## config.mk

```make
export PLATFORM = sky130hd
export DESIGN_NAME = dcache_miss_ctrl
export DESIGN_NICKNAME = d
export VERILOG_FILES = /design/src/rtl/dcache_miss_ctrl.sv
export SDC_FILE = /design/constraint.sdc
export NUM_CORES = 1
export LEC_CHECK = 0
export CAP_MARGIN = 20
export CORE_MARGIN = 2
export CORE_UTILIZATION = 49
export CTS_CLUSTER_SIZE = 24
export DETAILED_ROUTE_END_ITERATION = 10
export GPL_TIMING_DRIVEN = 0
export PLACE_DENSITY = 0.85
export SLEW_MARGIN = 20
export SYNTH_ARGS = -nofsm -noshare
export SYNTH_HDL_FRONTEND = slang
export SYNTH_SLANG_ARGS = --single-unit
```

## constraint.sdc

```tcl
create_clock -name clk_i -period 4.1 [get_ports clk_i]
set_input_delay 1.23 -clock clk_i [delete_from_list [all_inputs] [get_ports clk_i]]
set_output_delay 1.23 -clock clk_i [all_outputs]
set_load 0.005 [all_outputs]
```

## src/rtl/dcache_miss_ctrl.sv

```systemverilog
// dcache_miss_ctrl: miss sequencer for the write-back, write-allocate,
// direct-mapped data cache in the MEM stage.
//
//   state   | meaning
//   --------+---------------------------------------------------------
//   IDLE    | no miss in flight; stall only while the current access misses
//   WB      | writing the dirty victim line back to memory
//   GAP     | one cycle with enable low between write-back and refill
//   REFILL  | reading the missing line from memory
//   UPDATE  | writing refill data, tag and valid bit into the line
module dcache_miss_ctrl #(
  parameter int ADDR_W = 32,
  parameter int IDX_W  = 4,
  parameter int OFF_W  = 5,
  parameter int TAG_W  = ADDR_W - IDX_W - OFF_W
) (
  input  logic              clk_i,
  input  logic              rst_i,
  input  logic              cpu_req_i,
  input  logic [ADDR_W-1:0] cpu_addr_i,
  input  logic              hit_i,
  input  logic              victim_dirty_i,
  input  logic [TAG_W-1:0]  victim_tag_i,
  input  logic              mem_ack_i,
  output logic              mem_enable_o,
  output logic              mem_write_o,
  output logic [ADDR_W-1:0] mem_addr_o,
  output logic              refill_we_o,
  output logic              stall_o,
  output logic [31:0]       miss_cnt_o
);

  typedef enum logic [2:0] {
    S_IDLE   = 3'd0,
    S_WB     = 3'd1,
    S_GAP    = 3'd2,
    S_REFILL = 3'd3,
    S_UPDATE = 3'd4
  } state_t;

  state_t             state_q, state_d;
  logic [TAG_W-1:0]   tag_q;
  logic [TAG_W-1:0]   vtag_q;
  logic [IDX_W-1:0]   idx_q;
  logic [31:0]        miss_cnt_q;
  logic               miss;

  // offset bits never reach memory: requests are whole-line
  logic unused_off;
  assign unused_off = ^cpu_addr_i[OFF_W-1:0];

  // a miss can only be recognised while idle; later address changes are ignored
  assign miss = (state_q == S_IDLE) && cpu_req_i && !hit_i;

  // state register
  always_ff @(posedge clk_i) begin
    if (rst_i) state_q <= S_IDLE;
    else       state_q <= state_d;
  end

  // latch the missing line and victim tag, and count misses (saturating)
  always_ff @(posedge clk_i) begin
    if (rst_i) begin
      tag_q      <= '0;
      vtag_q     <= '0;
      idx_q      <= '0;
      miss_cnt_q <= '0;
    end else if (miss) begin
      tag_q  <= cpu_addr_i[ADDR_W-1 -: TAG_W];
      idx_q  <= cpu_addr_i[OFF_W +: IDX_W];
      vtag_q <= victim_tag_i;
      if (miss_cnt_q != 32'hFFFF_FFFF) miss_cnt_q <= miss_cnt_q + 32'd1;
    end
  end

  // next-state and outputs; bus fields stay zero whenever enable is low
  always_comb begin
    state_d      = state_q;
    mem_enable_o = 1'b0;
    mem_write_o  = 1'b0;
    mem_addr_o   = '0;
    refill_we_o  = 1'b0;
    stall_o      = 1'b1;
    case (state_q)
      S_IDLE: begin
        stall_o = cpu_req_i && !hit_i;
        if (miss) state_d = victim_dirty_i ? S_WB : S_REFILL;
      end
      S_WB: begin
        mem_enable_o = 1'b1;
        mem_write_o  = 1'b1;
        mem_addr_o   = {vtag_q, idx_q, {OFF_W{1'b0}}};
        if (mem_ack_i) state_d = S_GAP;
      end
      S_GAP: begin
        state_d = S_REFILL;
      end
      S_REFILL: begin
        mem_enable_o = 1'b1;
        mem_addr_o   = {tag_q, idx_q, {OFF_W{1'b0}}};
        if (mem_ack_i) state_d = S_UPDATE;
      end
      S_UPDATE: begin
        refill_we_o = 1'b1;
        state_d     = S_IDLE;
      end
      default: state_d = S_IDLE;
    endcase
  end

  assign miss_cnt_o = miss_cnt_q;

endmodule

```

==> results.cfg, run 1 <==
[run_status]
status = finished, final reports clean

[placed_design]
dp_hpwl_um = 7800
portBuffers = 118
place_inst = 720
gp_congestion = 0.862

[timing]
fmaxAchievable_mhz = 255
setup_viol = 0
finalCritPeriodShare_pct = 95.8
fin_crit_ps = 3930
max_slew_margin_pct = 53.6
slew_violations = 0
clock_skew_ps = 6.03
rsz0062_at_grt = no
hold_viol_final = 0
tightest_slew_ps = 696
setup_tns_ps = 0

[power]
internal-power_uw = 1230
cellLeakagePower_uw = 0.00176
peakVddDrop_mv = 0.168
share_comb_of_total_power_pct = 15.0
switchingPower_uw = 442
powerDensity_nw_per_um2 = 311
pwr-share-seq_pct = 52.4
clockPowerShare_pct = 32.6
p_sw_share_pct = 26.4

[floorplan]
core_region_area_um2 = 7690
die_w_um = 92.9
chipHeight_um = 92.9
fp-row-count = 32
die_area_um2 = 8620
initial_core_util_pct = 50.3
pin_count = 129

[critical_path]
cp.required_ps = 2870
start_kind = flop
endpoint_kind = output pin
critPathMaxFanout = 10
crit_arrival_ps = 2700
criticalPathCategory = flop to output pin

[synth]
syn_avg_cell_area_um2 = 7.80
synth-async-reset-ratio_pct = 0
synth-edff-count = 0
yosysSeqAreaShare_pct = 44.0
synth-seq-cells = 85
ys_warn_count = 0
synthCells = 496
yosysUniqueCellTypes = 40
synthFlopType = dfxtp_1
synth_area_um2 = 3870

[drt]
first_pass_iters = 5
wirelength_um = 10600
num_vias = 3969
post_drt_wl_per_cell_um = 14.4
drtIter0Drc = 170
vias_per_cell = 5.39
drc_errors = 0
postRouteAntennaNets = 0

[clocking]
cts_num_sinks = 85
clk_pin_slew_ps = 80
clkLatencyLatePin_ps = 350
htreeDepth = 3
clock_path_buffers = 2
cts_root_buf = clkbuf_8
cts_hold_buf = 0
cts_tree = yes
numCtsBuffers = 9
cts_setup_buffers = 0

[finish]
drive_gt1_share_pct = 5.21
final_cell_mix = 118 x nand2_1, 118 x clkdlybuf4s50_1, 85 x dfxtp_1, 81 x a21oi_1, 37 x nor2_1
fin_nets = 691
finish.utilization_pct = 69.9
antenna-diode-count = 0
instances_no_fill = 736
syn2layout_area_growth_pct = 38.9

[global_routing]
antenna_found_initial = 0
top_usage_layer = met2
grt_max_degree = 14
track_usage_pct = 24.6
met2_usage_pct = 43.1
use_met3_pct = 4.72
grt_use_met1_pct = 29.5
first_global_vias = 3779
grt_first_pass_wirelength_um = 16900
overflow = 0

[hold_path]
hold_class = flop to flop

[run]
maxCapViolations = 0
[worst paths after layout]
kind | from | end | slack [ps] | depth (start not counted)
hold / removal | idx_q[2] | idx_q[2] | 460 | 2
hold reg to reg | idx_q[2] | idx_q[2] | 460 | 2
setup reg to reg | miss_cnt_o[0] | miss_cnt_o[1] | 1790 | 7
setup / recovery | state_q[1] | mem_addr_o[29] | 170 | 5
[synthesized netlist by cell type, types with 2 or more instances]
cell      instances  area, µm²
inv_1             7       26.3
nor3_1            3       15.0
nand2_1         118        443
buf_4             5       37.5
or2_2             2       12.5
buf_2             3       15.0
clkbuf_1         24       90.1
mux2i_1          23        230
or4_1             5       37.5
o21ai_1          10       50.1
nor4_4            3       63.8
and4_1            2       17.5
o31ai_1           4       30.0
a21oi_1          81        405
or3_1            24        150
nand3_1           8       40.0
buf_1             3       11.3
xnor2_1           2       17.5
o21ai_0          13       65.1
nand4_1           9       56.3
nor2_1           37        139
nand2b_1          3       18.8
dfxtp_1          85       1700
and2_1            6       37.5
[through the flow]
step	hold slack, ps	cell area (µm²)	worst slack, ps	total power [µW]
after floorplan	432	3880	1280	1020
after global placement	440	5190	268	1140
after detailed placement	446	5190	262	1140
after CTS	458	5370	118	1670
after global routing	477	5370	44.9	1740
final	458	5370	172	1670
[metal layers]
metal | share of wire (%) | vias to the layer above
met4 | 2.2 | 0
met1 | 41 | 1814
li1 | - | 1961
met2 | 49 | 170
met3 | 7.8 | 24
met5 | 0 | -
[final cells by class]
class                           instances  area [µm²]
Fill cell                             630        2310
Multi-Input combinational cell        373        2000
Sequential cell                        85        1700
Timing Repair Buffer                  118        1180
Clock buffer                           13         159
Buffer                                 35         155
Tap cell                              102         128
Inverter                                7        26.3
Clock inverter                          3        20.0
[state kept, by name, summed over array words and instances (netlist names)]
| name | flops |
|---|---|
| tag_q | 23 |
| idx_q | 4 |
| miss_cnt_o | 32 |
| vtag_q | 23 |
| state_q | 3 |
[power by group through the flow]
stage	combinational (µW)	clock, µW	sequential [µW]
after floorplan	134	0	890
after global placement	243	0	894
after detailed placement	249	0	895
after CTS	250	548	876
after global routing	276	584	880
final	251	545	877
[kinds of logic (layout without fill, tap and decap cells)]
logic type      count (synthesis)  after routing  share of synthesized area [%]
simple gates                  227            227                           28.4
fa+ha+maj                       1              1                          0.323
buf+inv                        42            176                           4.66
mux                            24             24                           6.24
other cells                     1              5                         0.0969
xor+xnor                        3              3                          0.679
flops                          85             85                           44.0
compound gates                113            113                           15.7
[critical path: stages (launching register included)]
cell and delay, ps:
dfxtp_1 360, buf_1 550, buf_1 600, mux2i_1 150
nor2_1 160, clkdlybuf4s50_1 530
[timing repair]
item	4_1_cts	5_1_grt
gates resized for setup	0	1
hold endpoints to repair	0	0
setup endpoints to repair	0	4
Note: power is estimated with default switching activity, not from simulation.
==> run 2: changes to the inputs <==
Settings changed: ABC_AREA from default to 1, CORE_UTILIZATION 49 to 51, PLACE_DENSITY 0.85 to 0.86.
==> results.cfg, run 2 <==
[hold_path]
worstHoldPathCells = 2
hp-start = idx_q[1]
hold_end = idx_q[1]
hold_class = flop to flop

[synth]
ys_warn_count = 0
yosys.cell_count.top_type = nor2_1
synth_fa_ha_area_share_pct = 0.302
synthCells = 605
synth_top_cell_by_area = dfxtp_1
synthMuxAreaShare_pct = 0
synthSimpleGateAreaFrac_pct = 34.6
synth_area_um2 = 4140
yosysTopAreaCellShare_pct = 41.1
yosysSeqAreaShare_pct = 41.1
synth_common_cells = 177 x nor2_1, 94 x nand2_1, 85 x dfxtp_1
synth-seq-cells = 85
synth_top_family_by_area = simple AND/OR/NAND/NOR gates
syn_avg_cell_area_um2 = 6.85
synth_xor_area_share_pct = 0.423
yosysUniqueCellTypes = 26
synth_area_leaders = dfxtp_1 41%, nor2_1 16%, nand2_1 8.5%
synthFlopType = dfxtp_1
synth_compound_area_share_pct = 15.4
synth-edff-count = 0
synth-async-reset-ratio_pct = 0

[critical_path]
r2r_setup_slack_ps = 2210
rr_endpoint = miss_cnt_o[13]
endpoint_kind = output pin
start_kind = input pin
critPathMaxFanout = 3
cp.required_ps = 2870
reg2regPathDepth = 9
crit_arrival_ps = 2600
criticalPathCategory = input pin to output pin
r2r-start = miss_cnt_o[0]

[timing]
rsz0062_at_grt = no
tightest_slew_ps = 686
setup_viol = 0
finalCritPeriodShare_pct = 93.5
slew_violations = 0
max_slew_margin_pct = 53.9
hold_viol_final = 0
clock_skew_ps = 14.6
setup_tns_ps = 0
fin_crit_ps = 3830
fmaxAchievable_mhz = 261

[finish]
fin_nets = 799
stdcell_area_um2 = 5670
instances_no_fill = 844
largest_reg_flops = 32
drive_gt1_share_pct = 7.55
final_cell_mix = 177 x nor2_1, 117 x clkdlybuf4s50_1, 94 x nand2_1, 85 x dfxtp_1, 51 x o21ai_0
final_common_cell = nor2_1
syn2layout_area_growth_pct = 36.8
antenna-diode-count = 0
finish.utilization_pct = 72.6

[clocking]
cts_setup_buffers = 0
cts_root_buf = clkbuf_8
clkLatencyLatePin_ps = 360
numCtsBuffers = 9
cts_tree = yes
clk_pin_slew_ps = 80
cts_num_sinks = 85
clock_path_buffers = 2
cts_resized = 0
cts_hold_buf = 0
htreeDepth = 3

[placed_design]
portBuffers = 117
place_inst = 828
place_area_um2 = 5460
gp_congestion = 0.959
dp_hpwl_um = 9320

[global_routing]
overflow = 0
track_usage_pct = 29.6
first_global_vias = 4285
antenna_found_initial = 0
grt_max_degree = 15
grt_first_pass_wirelength_um = 20600

[floorplan]
initial_core_util_pct = 53.1
die_w_um = 94.1
pin_count = 129
core_region_area_um2 = 7810
die_area_um2 = 8860
chipHeight_um = 94.1
fp-row-count = 32

[run]
maxCapViolations = 0

[run_status]
status = finished, final reports clean

[drt]
postRouteAntennaNets = 0
first_pass_iters = 5
num_vias = 4566
wirelength_um = 12700
vias_per_cell = 5.41
post_drt_wl_per_cell_um = 15.0
drc_errors = 0
drtIter0Drc = 295

[power]
peakVddDrop_mv = 0.205
powerDensity_nw_per_um2 = 333
cellLeakagePower_uw = 0.00214
power_uw = 1890
==> run 2: cell count changes after synthesis, sizes merged, moves of 11 or more <==
cell	before	now
nand2	118	97
or3	25	0
o21ai	23	51
nand3	8	39
a21oi	81	33
nor2	37	182
buf	11	22
inv	7	38
clkbuf	24	13
a22o	0	23
mux2i	23	0
==> run 2: area by class of cell <==
type	instances	area [µm²]
well taps	102	128
flip-flops and latches	85	1700
fillers	619	2140
inverters	38	143
plain buffers	35	196
clock inverters	4	53.8
repair buffers	117	1170
multi-input cells	451	2120
clock buffers	12	155
==> run 2: how the worst max path moves through the flow <==
stage,slack (ps),endpoint,from,cells past startpoint
2_1_floorplan,1360,stall_o,cpu_req_i,4
3_3_place_gp,310,stall_o,cpu_req_i,6
3_5_place_dp,280,stall_o,cpu_req_i,6
4_1_cts,270,stall_o,cpu_req_i,6
5_1_grt,190,stall_o,cpu_req_i,6
6_report,270,stall_o,cpu_req_i,6
==> run 2: metal layers <==
metal	vias up	wire, µm	track usage (%)
li1	2213	-	-
met1	2093	5490	39.9
met2	235	5800	46.5
met3	25	1050	4.74
met4	0	340	13.3
met5	-	0	0
==> run 2: logic make-up (layout without fill, tap and decap cells) <==
| family | count (synthesis) | in the layout |
|---|---|---|
| AND/OR/NAND/NOR | 334 | 334 |
| AO/OA/AOI/OAI | 109 | 109 |
| flip-flops | 85 | 85 |
| buffers and inverters | 73 | 206 |
| XOR/XNOR | 2 | 2 |
| adder cells (fa/ha/maj) | 1 | 1 |
| other | 1 | 5 |
==> run 2: worst max-delay path: stages <==
cell and delay, ps:
clkdlybuf4s50_1 460, inv_1 40, nor2_1 140, inv_1 80, nand3_1 130, clkdlybuf4s50_1 520
==> run 2: through the flow <==
step / setup slack (ps) / hold WS [ps]
floorplan: 1360 / 430
global placement: 309 / 444
detailed placement: 284 / 446
CTS: 272 / 458
global route: 188 / 491
finish: 266 / 457
==> run 2: power by group <==
part	leakage, µW	switching (µW)	internal, µW	total [µW]
Clock	0.0000992	316	318	633
Sequential	0.000693	34.9	884	919
Combinational	0.00135	177	159	336
Total	0.00214	528	1360	1890
